$ cat src/rtl/wd_pkg.sv
// rtl/wd_pkg.sv - shared state encoding for the watchdog reset controller
package wd_pkg;

  localparam int STATE_W = 2;

  typedef enum logic [STATE_W-1:0] {
    IDLE    = 2'd0,
    WARN    = 2'd1,
    PULSE   = 2'd2,
    HOLDOFF = 2'd3
  } wd_state_e;

endpackage

$ cat src/rtl/wd_dn_timer.sv
// rtl/wd_dn_timer.sv - loadable phase down-counter that stops at zero
module wd_dn_timer #(
  parameter int CNT_WIDTH = 5
) (
  input  logic                 clk,
  input  logic                 rst,
  input  logic                 load_i,
  input  logic [CNT_WIDTH-1:0] load_val_i,
  output logic                 zero_o
);

  logic [CNT_WIDTH-1:0] cnt_q;

  // Load wins over counting; the count parks at zero until the next load.
  always_ff @(posedge clk or posedge rst) begin
    if (rst) begin
      cnt_q <= '0;
    end else if (load_i) begin
      cnt_q <= load_val_i;
    end else if (cnt_q != '0) begin
      cnt_q <= cnt_q - CNT_WIDTH'(1);
    end
  end

  assign zero_o = (cnt_q == '0);

endmodule

$ cat src/rtl/watchdog_reset_ctrl.sv
// rtl/watchdog_reset_ctrl.sv - escalates a watchdog timeout into a warning irq and then a reset pulse
module watchdog_reset_ctrl
  import wd_pkg::*;
#(
  parameter int CNT_WIDTH      = 5,
  parameter int GRACE_CYCLES   = 8,
  parameter int PULSE_CYCLES   = 4,
  parameter int HOLDOFF_CYCLES = 4,
  parameter int TOCNT_WIDTH    = 4
) (
  input  logic                   clk,
  input  logic                   rst,
  input  logic                   timeout,
  input  logic                   irq_ack,
  output logic                   wd_irq,
  output logic                   sys_rst,
  output logic [STATE_W-1:0]     state,
  output logic [TOCNT_WIDTH-1:0] timeout_cnt
);

  // Each phase length must be loadable into the timer as length-1.
  if (GRACE_CYCLES < 1 || GRACE_CYCLES > (1 << CNT_WIDTH)) begin : g_bad_grace
    $error("GRACE_CYCLES out of range for CNT_WIDTH");
  end
  if (PULSE_CYCLES < 1 || PULSE_CYCLES > (1 << CNT_WIDTH)) begin : g_bad_pulse
    $error("PULSE_CYCLES out of range for CNT_WIDTH");
  end
  if (HOLDOFF_CYCLES < 1 || HOLDOFF_CYCLES > (1 << CNT_WIDTH)) begin : g_bad_holdoff
    $error("HOLDOFF_CYCLES out of range for CNT_WIDTH");
  end

  localparam logic [CNT_WIDTH-1:0] GRACE_LD   = CNT_WIDTH'(GRACE_CYCLES - 1);
  localparam logic [CNT_WIDTH-1:0] PULSE_LD   = CNT_WIDTH'(PULSE_CYCLES - 1);
  localparam logic [CNT_WIDTH-1:0] HOLDOFF_LD = CNT_WIDTH'(HOLDOFF_CYCLES - 1);

  wd_state_e              state_q, state_d;
  logic                   timeout_d_q;
  logic                   wd_irq_q, sys_rst_q;
  logic [TOCNT_WIDTH-1:0] cnt_q, cnt_d;
  logic                   tmr_load;
  logic [CNT_WIDTH-1:0]   tmr_load_val;
  logic                   tmr_zero;

  wd_dn_timer #(.CNT_WIDTH(CNT_WIDTH)) u_timer (
    .clk        (clk),
    .rst        (rst),
    .load_i     (tmr_load),
    .load_val_i (tmr_load_val),
    .zero_o     (tmr_zero)
  );

  // Next state, timer loads and the saturating escalation count.
  always_comb begin
    state_d      = state_q;
    tmr_load     = 1'b0;
    tmr_load_val = '0;
    cnt_d        = cnt_q;
    case (state_q)
      IDLE: begin
        if (timeout && !timeout_d_q) begin
          state_d      = WARN;
          tmr_load     = 1'b1;
          tmr_load_val = GRACE_LD;
        end
      end
      WARN: begin
        if (irq_ack) begin
          state_d = IDLE;
        end else if (tmr_zero) begin
          state_d      = PULSE;
          tmr_load     = 1'b1;
          tmr_load_val = PULSE_LD;
          if (cnt_q != '1) cnt_d = cnt_q + TOCNT_WIDTH'(1);
        end
      end
      PULSE: begin
        if (tmr_zero) begin
          state_d      = HOLDOFF;
          tmr_load     = 1'b1;
          tmr_load_val = HOLDOFF_LD;
        end
      end
      HOLDOFF: begin
        if (tmr_zero) state_d = IDLE;
      end
      default: state_d = IDLE;
    endcase
  end

  // State, edge-detect history and outputs decoded from the next state so they track state_q.
  always_ff @(posedge clk or posedge rst) begin
    if (rst) begin
      state_q     <= IDLE;
      timeout_d_q <= 1'b0;
      wd_irq_q    <= 1'b0;
      sys_rst_q   <= 1'b0;
      cnt_q       <= '0;
    end else begin
      state_q     <= state_d;
      timeout_d_q <= timeout;
      wd_irq_q    <= (state_d == WARN);
      sys_rst_q   <= (state_d == PULSE);
      cnt_q       <= cnt_d;
    end
  end

  assign wd_irq      = wd_irq_q;
  assign sys_rst     = sys_rst_q;
  assign state       = state_q;
  assign timeout_cnt = cnt_q;

endmodule
$ cat config.mk
export PLATFORM = sky130hd
export DESIGN_NAME = watchdog_reset_ctrl
export DESIGN_NICKNAME = d
export VERILOG_FILES = /design/src/rtl/wd_pkg.sv /design/src/rtl/wd_dn_timer.sv /design/src/rtl/watchdog_reset_ctrl.sv
export SDC_FILE = /design/constraint.sdc
export NUM_CORES = 1
export LEC_CHECK = 0
export ABC_AREA = 1
export BUFFER_PORTS_ARGS = -buffer_cell sky130_fd_sc_hd__buf_2
export CORE_MARGIN = 4
export CORE_UTILIZATION = 38
export CTS_BUF_LIST = sky130_fd_sc_hd__clkbuf_8
export CTS_CLUSTER_SIZE = 8
export DETAILED_ROUTE_END_ITERATION = 12
export PLACE_DENSITY_LB_ADDON = 0.15
export SLEW_MARGIN = 20
export SYNTH_ARGS = -nofsm -noshare
export SYNTH_HDL_FRONTEND = slang
export SYNTH_SLANG_ARGS = --single-unit
export TNS_END_PERCENT = 10
$ cat constraint.sdc
create_clock -name clk -period 3 [get_ports clk]
set_input_delay 0.6 -clock clk [delete_from_list [all_inputs] [get_ports clk]]
set_output_delay 0.6 -clock clk [all_outputs]
set_load 0.02 [all_outputs]
-- Yosys cells after proc, flatten, opt, wreduce, memory -nomap -nowiden
Index checks and enable logic that the tools add are counted.
- latch bits: 0
- register bits: 14
- logic and storage cells: 38
- RAM bits: 0
- memories: 0
- bits in read-only memories: 0
- bitwise operators: 1
- shift operators: 0
- $mul: 0
- div/mod/pow operators: 0
- reductions and logical operators: 7
- muxes and demuxes: 16
- $add $sub $neg: 2
- order comparisons: 0
- eq/ne operators: 6
- operator list (operator ; count):
    $mux 2 ; 7
    $mux 5 ; 2
    $pmux 3 s3 ; 1
    $pmux 2 s4 ; 1
    $eq 2x2->1 const B ; 3
    $logic_not 5->1 ; 1
    $reduce_bool 5->1 ; 1
    $sub 5x1->5 const B ; 1
    $add 4x1->4 const B ; 1
    $eq 2x1->1 const B ; 2
    $ne 4x4->1 const B ; 1
    $reduce_and 4->1 ; 1
    $mux 1 ; 3
    $mux 3 ; 1
    $pmux 1 s3 ; 1
    $logic_not 2->1 ; 1
    $reduce_bool 2->1 ; 1
    $logic_and 1x1->1 ; 1
    $logic_not 1->1 ; 1
    $not 1->1 ; 1

-- Depth between registers and ports, before layout
Gate-level depths: netlist of the first run.
- word-level depth: 5
- gate-level depth with buffers: 8
- gate-level depth less buffers: 8

-- Cells and area by module
From an unflattened synthesis of the first run, not the netlist that was laid out.
- cells, all modules: 96
- area total of the unflattened synthesis: 764.5 sq um
- modules (own cells, without submodules) (module ; cells an instance ; sequential area each (sq um) ; area an instance (sq um) ; times used):
    watchdog_reset_ctrl ; 56 ; 225.2 ; 470.5 ; 1
    wd_dn_timer ; 40 ; 125.1 ; 294.0 ; 1

-- Worst setup path after synthesis of the first run
No wires, ideal clock.
- path type: flip-flop to flip-flop
- start point: register u_timer.cnt_q[0]
- end point: register cnt_q[2] (netlist: timeout_cnt[2])
- slack: 1.690 ns
- required time: 2.878 ns
- buffers on the path: 0
- cell stages (with the launch flop): 8
- library setup time: 0.122 ns
- arrival time: 1.188 ns
- path through: dfrtp_1 > inv_1 > ha_1 > nand3_4 > nor2_4 > nand2_4 > nand2_2 > o21ai_2
- word-level cells in the longest chain between the ends: 2
- RTL lines (element ; line ; source):
    start, declared ; wd_dn_timer.sv:12 ; logic [CNT_WIDTH-1:0] cnt_q;
    start signal, assigned ; wd_dn_timer.sv:19 ; cnt_q <= load_val_i;
    start signal, assigned ; wd_dn_timer.sv:21 ; cnt_q <= cnt_q - CNT_WIDTH'(1);
    $logic_not 5->1 ; wd_dn_timer.sv:25 ; assign zero_o = (cnt_q == '0);
    $reduce_and 4->1 (no source line) ; n/a ;
    end signal, assigned ; watchdog_reset_ctrl.sv:103 ; cnt_q <= cnt_d;
    end, declared ; watchdog_reset_ctrl.sv:39 ; logic [TOCNT_WIDTH-1:0] cnt_q, cnt_d;
Every way passes these cells.
A chain may end at the register's enable or synchronous reset.

-- Worst setup path in the final report of the first run
- start point: register state_q[0] (netlist: state[0])
- end point: output port state[0]
- RTL lines (element ; line ; source):
    start, declared ; watchdog_reset_ctrl.sv:36 ; wd_state_e state_q, state_d;
    start signal, assigned ; watchdog_reset_ctrl.sv:99 ; state_q <= state_d;
    end, declared ; watchdog_reset_ctrl.sv:17 ; output logic [STATE_W-1:0] state,
No word-level cell between the ends.

==> results.toml, run 1 <==
[run_status]
outcome = "finished clean"

[die]
die_h_um = 52.34
die_x_um = 52.34
rows = 15
pin_count = 12
core_area_um2 = 1802
die-area_um2 = 2739
start_util_pct = 41.46

[global_routing]
grt_start_max_net_pins = 15
grt_use_met2_pct = 21.28
grt_pass1_vias = 595
gr-usage-met3_pct = 2.849
met1_usage_pct = 16.64
antenna_found_initial = 0
grt_pass1_wl_um = 2642
grt_overflow = 0
grt-busiest-layer = "met2"
grt_util_all_layers_pct = 13.76

[critical_path]
cp-end-kind = "output pin"
cp-start-kind = "flop"
path_cells = "buf_2"
crit_family = "flip-flops"
critPathRequiredTime_ns = 2.40
cp_max_fo = 5
max_stage_delay_ns = 0.44
arrival_ns = 0.89
critPathKind = "reg2out"
worst-path-buf-inv = 1
crit_path_top_delay_cell = "dfrtp_1"

[timing]
fin_crit_sh_pct = 49.67
rsz0062_at_grt = "false"
min_period_ns = 1.490
fin_hold_ws_ns = 0.3854
max_freq_mhz = 671.0
tightest_slew_ns = 0.5433
finalClockSkew_ns = 0.002231
setup_violations = 0
report.final.slew_viol_count = 0
hold_violations = 0
tns_ns = 0
fin_ws_ns = 1.510
relSlewSlack_pct = 63.74

[clock_network]
cts_buffer_depth = 2
clk_latency_ns = 0.25
root_buffer = "clkbuf_8"
htreeDepth = 1
cts.sinks = 14
clkTransAtPathRegs_ns = 0.06
numCtsBuffers = 3
cts_tree = "done"
postCtsHoldBufs = 0
cts_resized = 0
postCtsSetupBuffers = 0

[detailed_routing]
via_per_inst = 4.824
drt-initial-drc-count = 9
post_drt_wl_per_cell_um = 12.00
dr.pass1.iters = 4
drc = 0
vias = 603
ant_nets = 0
wl_um = 1500

[synthesis]
syn_area_um2 = 747.0
ys_warn_count = 0
ys_seq_area_share_pct = 46.90
synth.distinct_cells = 19
synthCells = 85
ys_ff_latch = 14
postSynthAreaPerCell_um2 = 8.788
syn_nets = 91

[final_layout]
fin_util_pct = 49.31
syn2layout_area_growth_pct = 18.93
drive_gt1_share_pct = 29.00
finalNetCount = 107
antennaDiodeCount = 0

[hold_path]
hold_path_class = "in2async"

[pwr]
switchingPower_mw = 0.3273
p_clk_share_pct = 23.3
pwr-share-seq_pct = 37.6
cell_internal_pwr_mw = 0.4727
total_power_mw = 0.8000
p_comb_share_pct = 39.1
switching_share_pct = 40.91
power_density_nw_per_um2 = 900.6
ir_drop_v = 0.0004637
p_leak_nw = 0.4877

[place]
io_buffer_count = 11
dp_slack_ns = 1.582
place_congestion = 0.8374
dp.final_hpwl_um = 1152

[flow_run]
cap_violations = 0
[state kept, by name, indices dropped and copies added, names as in the netlist]
| signal | flops |
|---|---|
| state | 2 |
| sys_rst | 1 |
| timeout_cnt | 4 |
| timeout_d_q | 1 |
| u_timer.cnt_q | 5 |
| wd_irq | 1 |
[stage by stage]
step	cell area [µm²]	instances
after floorplan	747.0	85
after global placement	833.3	121
after detailed placement	833.3	121
after CTS	888.4	125
after global routing	888.4	125
final	888.4	125
[cells by family (layout without fill, tap and decap cells)]
family	count (synthesis)	in the layout	share of synthesized area, %
AO/OA/AOI/OAI	7	7	5.695
XOR/XNOR	2	2	2.345
adder cells (fa/ha/maj)	2	2	3.350
buffers and inverters	12	27	6.700
flip-flops	14	14	46.90
AND/OR/NAND/NOR	48	48	35.01
[cell type report]
type	instances	area, µm²
fill	193	913.4
sequential	14	350.3
multi-input combinational	59	346.6
clock buffer	4	55.05
timing repair buffer	11	55.05
inverter	12	50.05
tap	25	31.28
[worst paths after layout]
path / startpoint / endpoint / slack (ns) / cells after the start
max in group asynchronous: rst / u_timer.cnt_q[4] / 2.25 / 2
worst min register to register: u_timer.cnt_q[0] / u_timer.cnt_q[0] / 0.51 / 2
worst max-delay path: state[0] / state[0] / 1.51 / 1
min in group clk: timeout / timeout_d_q / 0.48 / 1
worst min-delay path: rst / wd_irq / 0.39 / 2
worst max register to register: u_timer.cnt_q[0] / timeout_cnt[0] / 1.57 / 7
[per-layer routing]
metal	vias up	wire length, µm
met4	0	48
met1	280	654
met3	5	59
met2	14	737
li1	304	-
met5	-	0
[cell usage after synthesis, drive strengths merged]
master	number	area (µm²)
xnor2	2	17.52
a21oi	3	15.01
nor2	10	55.06
nand3b	1	7.510
nand3	10	62.56
dfrtp	14	350.3
ha	2	25.02
clkinv	1	8.760
o21ai	4	27.53
inv	11	41.29
nand2	24	117.6
nand4	3	18.77
[power groups by stage]
stage / combinational (mW) / clock [mW] / sequential (mW)
floorplan: 0.204 / 0 / 0.332
global placement: 0.313 / 0 / 0.301
detailed placement: 0.316 / 0 / 0.305
CTS: 0.318 / 0.192 / 0.302
global route: 0.355 / 0.205 / 0.309
finish: 0.313 / 0.186 / 0.301
[placed cells by master (no fill, tap or decap)]
master,netlist,routed
nand2_1,19,19
dfrtp_1,14,14
buf_2,0,11
inv_1,9,9
nand3_1,9,9
nor2_1,7,7
clkbuf_8,0,4
nand2_4,3,3
nand4_1,3,3
a21oi_1,3,3
nand2_2,2,2
nor2_4,2,2
inv_2,2,2
o21ai_2,2,2
o21ai_0,2,2
xnor2_1,2,2
ha_1,2,2
nand3_4,1,1
clkinv_4,1,1
nor2_2,1,1
nand3b_1,1,1
Power figures use the tool's default switching activity.
==> run 2: changes to the inputs <==
==> constraint.sdc (replaced) <==
create_clock -name clk -period 1.5 [get_ports clk]
set_input_delay 0.3 -clock clk [delete_from_list [all_inputs] [get_ports clk]]
set_output_delay 0.3 -clock clk [all_outputs]
set_load 0.02 [all_outputs]
==> run 2 against run 1 <==
Clock power rose by 66%. Worst setup slack got worse by 1.4 ns. Combinational power up 99%. Cell count decreased by 0.80%. Global-route usage fell by 1.4 points. Via count fell by 5.5%. Hold slack worse by 0.30 ns. Clock skew about the same. Die area unchanged. Power up 91%. Final area shrank 1.3%. Largest cell class unchanged. Largest power group unchanged.
==> results.toml, run 2 (synthesis gave the netlist of run 1 again) <==
[final_layout]
finalInstanceArea_um2 = 877.1
layout_commonest_cell = "nand2_1"
largest_register_ffs = 5
antennaDiodeCount = 0
final_cell_mix = "nand2_1, dfrtp_1, buf_2"
finalNetCount = 107
syn2layout_area_growth_pct = 17.42
drive_gt1_share_pct = 29.29
regMostFlops = "u_timer.cnt_q"

[timing]
rsz0062_at_grt = "false"
fin_ws_ns = 0.1203
max_freq_mhz = 724.8
report.final.slew_viol_count = 0
fin_hold_ws_ns = 0.08751
tns_ns = 0
finalClockSkew_ns = 0.002650
setup_violations = 0
min_period_ns = 1.380
hold_violations = 0
fin_crit_sh_pct = 91.98
relSlewSlack_pct = 63.83
tightest_slew_ns = 0.5419

[flow_run]
cap_violations = 0

[critical_path]
cp_max_fo = 8
critPathRequiredTime_ns = 1.63
critPathKind = "reg2reg"
cp-end-kind = "flop"
cp-start-kind = "flop"
arrival_ns = 1.51

[place]
dp_slack_ns = 0.08554
placed_cell_area_um2 = 833.3
dp.final_hpwl_um = 1058
place_congestion = 0.7261
io_buffer_count = 11

[hold_path]
hold_path_class = "in2async"

[global_routing]
met1_usage_pct = 16.70
grt_use_met2_pct = 17.56
grt_overflow = 0
grt_pass1_wl_um = 2408
grt-busiest-layer = "met2"
grt_start_max_net_pins = 15
grt_util_all_layers_pct = 12.36
gr-usage-met3_pct = 3.704
grt_pass1_vias = 531
antenna_found_initial = 0

[pwr]
p_leak_nw = 0.4787
power_density_nw_per_um2 = 1745
ir_drop_v = 0.0008732

[clock_network]
numCtsBuffers = 3
htreeDepth = 1
postCtsHoldBufs = 0
cts.sinks = 14
cts_tree = "done"
root_buffer = "clkbuf_8"
clk_latency_ns = 0.25
clkTransAtPathRegs_ns = 0.06
cts_resized = 0
postCtsSetupBuffers = 0
cts_buffer_depth = 2

[detailed_routing]
drt-initial-drc-count = 6
post_drt_wl_per_cell_um = 11.19
dr.pass1.iters = 4
wl_um = 1387
vias = 570
via_per_inst = 4.597
ant_nets = 0
drc = 0

[die]
pin_count = 12
die_x_um = 52.34
start_util_pct = 41.46
rows = 15
core_area_um2 = 1802
die_h_um = 52.34
die-area_um2 = 2739

[run_status]
outcome = "finished clean"
## run 2: where the power goes
part | switching, mW | total, mW | internal (mW)
Combinational | 0.403 | 0.623 | 0.220
Sequential | 0.104 | 0.599 | 0.494
Clock | 0.132 | 0.309 | 0.178
Total | 0.638 | 1.53 | 0.892
## run 2: worst max-delay path: stages (launching register included)
cell and delay, ns:
dfrtp_1 0.37, inv_1 0.11, ha_2 0.26, nand3_4 0.15
nor2_4 0.17, nand2_4 0.09, nand2_2 0.07, o21ai_2 0.05
## run 2: through the flow
stage | cells | utilization (%) | total power [mW]
3_5_place_dp | 121 | 46.25 | 1.227
3_3_place_gp | 121 | 46.25 | 1.226
4_1_cts | 124 | 48.54 | 1.548
5_1_grt | 124 | 48.68 | 1.668
2_1_floorplan | 85 | - | 1.072
6_report | 124 | 48.68 | 1.531
## run 2: layer usage
metal	up-vias	part of all wire (%)
met5	-	0
met4	0	2.2
li1	299	-
met1	255	44
met3	4	4.9
met2	12	49
## run 2: final timing paths
kind | from | endpoint | slack (ns) | cells past startpoint
worst max-delay path | u_timer.cnt_q[0] | timeout_cnt[2] | 0.12 | 7
min in group clk | timeout | timeout_d_q | 0.17 | 1
max in group asynchronous | rst | timeout_cnt[2] | 1.05 | 2
worst min register to register | u_timer.cnt_q[0] | u_timer.cnt_q[0] | 0.51 | 2
worst min-delay path | rst | timeout_d_q | 0.09 | 2
worst max register to register | u_timer.cnt_q[0] | timeout_cnt[2] | 0.12 | 7
## run 2: area by class of cell
| cell class | instances | area [µm²] |
|---|---|---|
| Sequential cell | 14 | 350.3 |
| Timing Repair Buffer | 11 | 55.05 |
| Clock buffer | 3 | 41.29 |
| Inverter | 12 | 50.05 |
| Tap cell | 25 | 31.28 |
| Multi-Input combinational cell | 59 | 349.1 |
| Fill cell | 185 | 924.6 |
==> run 3: changes to the inputs <==
==> constraint.sdc (replaced) <==
create_clock -name clk -period 1.5 [get_ports clk]
set_input_delay 0.15 -clock clk [delete_from_list [all_inputs] [get_ports clk]]
set_output_delay 0.15 -clock clk [all_outputs]
set_load 0.02 [all_outputs]
==> run 3 against run 2 <==
Power grew 0.23%. Clock skew hardly changed. Critical path depth did not move. Via count increased by 0.53%. First-iteration DRC count is the same. Cell count up 0.81%. Sequential share of layout area fell by 0.45 points. Sequential power barely moved. Die area stayed put. Core utilization is 0.56 points higher. Clock power barely moved. Worst setup slack worse by 0.0028 ns. Largest cell class unchanged.
==> results.toml, run 3 (synthesis gave the netlist of run 1 again) <==
[final_layout]
antennaDiodeCount = 0
drive_gt1_share_pct = 29.00
layout_commonest_cell = "nand2_1"
largest_register_ffs = 5
regMostFlops = "u_timer.cnt_q"
finalNetCount = 108
n_fill_cell = 184
syn2layout_area_growth_pct = 18.76
final_cell_mix = "nand2_1, dfrtp_1, buf_2"

[detailed_routing]
ant_nets = 0
post_drt_wl_per_cell_um = 11.22
drc = 0
via_per_inst = 4.584
drt-initial-drc-count = 6
wl_um = 1403
dr.pass1.iters = 4
vias = 573

[die]
pin_count = 12
rows = 15
die_x_um = 52.34
die-area_um2 = 2739
start_util_pct = 41.46
die_h_um = 52.34
core_area_um2 = 1802

[clock_network]
numCtsBuffers = 3
cts_tree = "done"
htreeDepth = 1
clkTransAtPathRegs_ns = 0.06
postCtsSetupBuffers = 0
root_buffer = "clkbuf_8"
cts_buffer_depth = 2
cts.sinks = 14
clk_latency_ns = 0.24

[timing]
setup_violations = 0
hold_violations = 0
relSlewSlack_pct = 63.65
rsz0062_at_grt = "false"
fin_hold_ws_ns = 0.02054
fin_crit_sh_pct = 92.17
tightest_slew_ns = 0.5447
min_period_ns = 1.382
report.final.slew_viol_count = 0
max_freq_mhz = 723.3
tns_ns = 0
finalClockSkew_ns = 0.002360

[global_routing]
grt_start_max_net_pins = 15
grt_pass1_wl_um = 2463
grt_pass1_vias = 543
antenna_found_initial = 0
grt_util_all_layers_pct = 12.60
grt_overflow = 0

[critical_path]
max_stage_delay_ns = 0.37
arrival_ns = 1.52
critPathRequiredTime_ns = 1.63
cp-end-kind = "flop"
path_cells = "inv_1, ha_2, nand3_4, nor2_4, nand2_4, nand2_2, o21ai_2"
cp-start-kind = "flop"
critPathKind = "reg2reg"
cp_max_fo = 8
crit_path_top_delay_cell = "dfrtp_1"

[hold_path]
hold_path_class = "in2reg"

[pwr]
power_density_nw_per_um2 = 1730
ir_drop_v = 0.0008732
p_leak_nw = 0.4829

[run_status]
outcome = "finished clean"

[flow_run]
cap_violations = 0

[place]
dp.final_hpwl_um = 1058
io_buffer_count = 11
place_congestion = 0.7261
run 3: changes by cell type in the layout (fill, tap and decap cells not counted), sizes merged:
cell	delta
dlygate4sd3	+1
run 3: report_power, final:
group          switching, mW  total, mW  internal (mW)
registers              0.104      0.599          0.494
clock network          0.131      0.309          0.178
logic                  0.405      0.627          0.222
total                  0.640       1.53          0.894
run 3: per-layer routing:
| layer | vias to the layer above | wire, µm | global-route usage (%) |
|---|---|---|---|
| li1 | 301 | - | - |
| met1 | 256 | 624 | 16.87 |
| met2 | 12 | 681 | 18.18 |
| met3 | 4 | 67 | 3.704 |
| met4 | 0 | 30 | 6.383 |
| met5 | - | 0 | 0 |
run 3: cell type report:
type                    count  area, µm²  area share (%)
well taps                  25      31.28           3.526
clock buffers               3      41.29           4.654
inverters                  12      50.05           5.642
multi-input cells          59      349.1           39.35
repair buffers             12      65.06           7.334
flip-flops and latches     14      350.3           39.49
run 3: repair_timing:
action | CTS | global route
endpoints found under the hold margin | 14 | 0
setup endpoints to repair | 0 | 3
resized for setup | 0 | 1
hold buffers | 1 | 0
run 3: path summary, 6_finish.rpt:
check / cells after the start / start / end / slack (ns)
setup reg to reg: 7 / u_timer.cnt_q[0] / timeout_cnt[2] / 0.12
min in group asynchronous: 3 / rst / timeout_d_q / 0.49
max in group asynchronous: 3 / rst / timeout_cnt[2] / 0.65
hold / removal: 1 / timeout / timeout_d_q / 0.02
hold reg to reg: 2 / u_timer.cnt_q[0] / u_timer.cnt_q[0] / 0.51
setup / recovery: 7 / u_timer.cnt_q[0] / timeout_cnt[2] / 0.12
run 3: stage by stage:
stage	std cells	util [%]	cell area, µm²	setup slack, ns	power [mW]
finish	125	49.24	887.1	0.1175	1.534
global route	125	49.24	887.1	0.04120	1.672
CTS	125	49.10	884.6	0.06971	1.550
detailed placement	121	46.25	833.3	0.08554	1.227
global placement	121	46.25	833.3	0.1364	1.226
floorplan	85	-	747.0	0.1900	1.072
run 3: worst max-delay path: cells and delay by family (launching register included):
kind,cells,cell delay [ns]
and+or+nand+nor,4,0.48
DFF,1,0.37
adders and majority gates,1,0.26
buffers and inverters,1,0.12
AOI/OAI and AO/OA,1,0.05
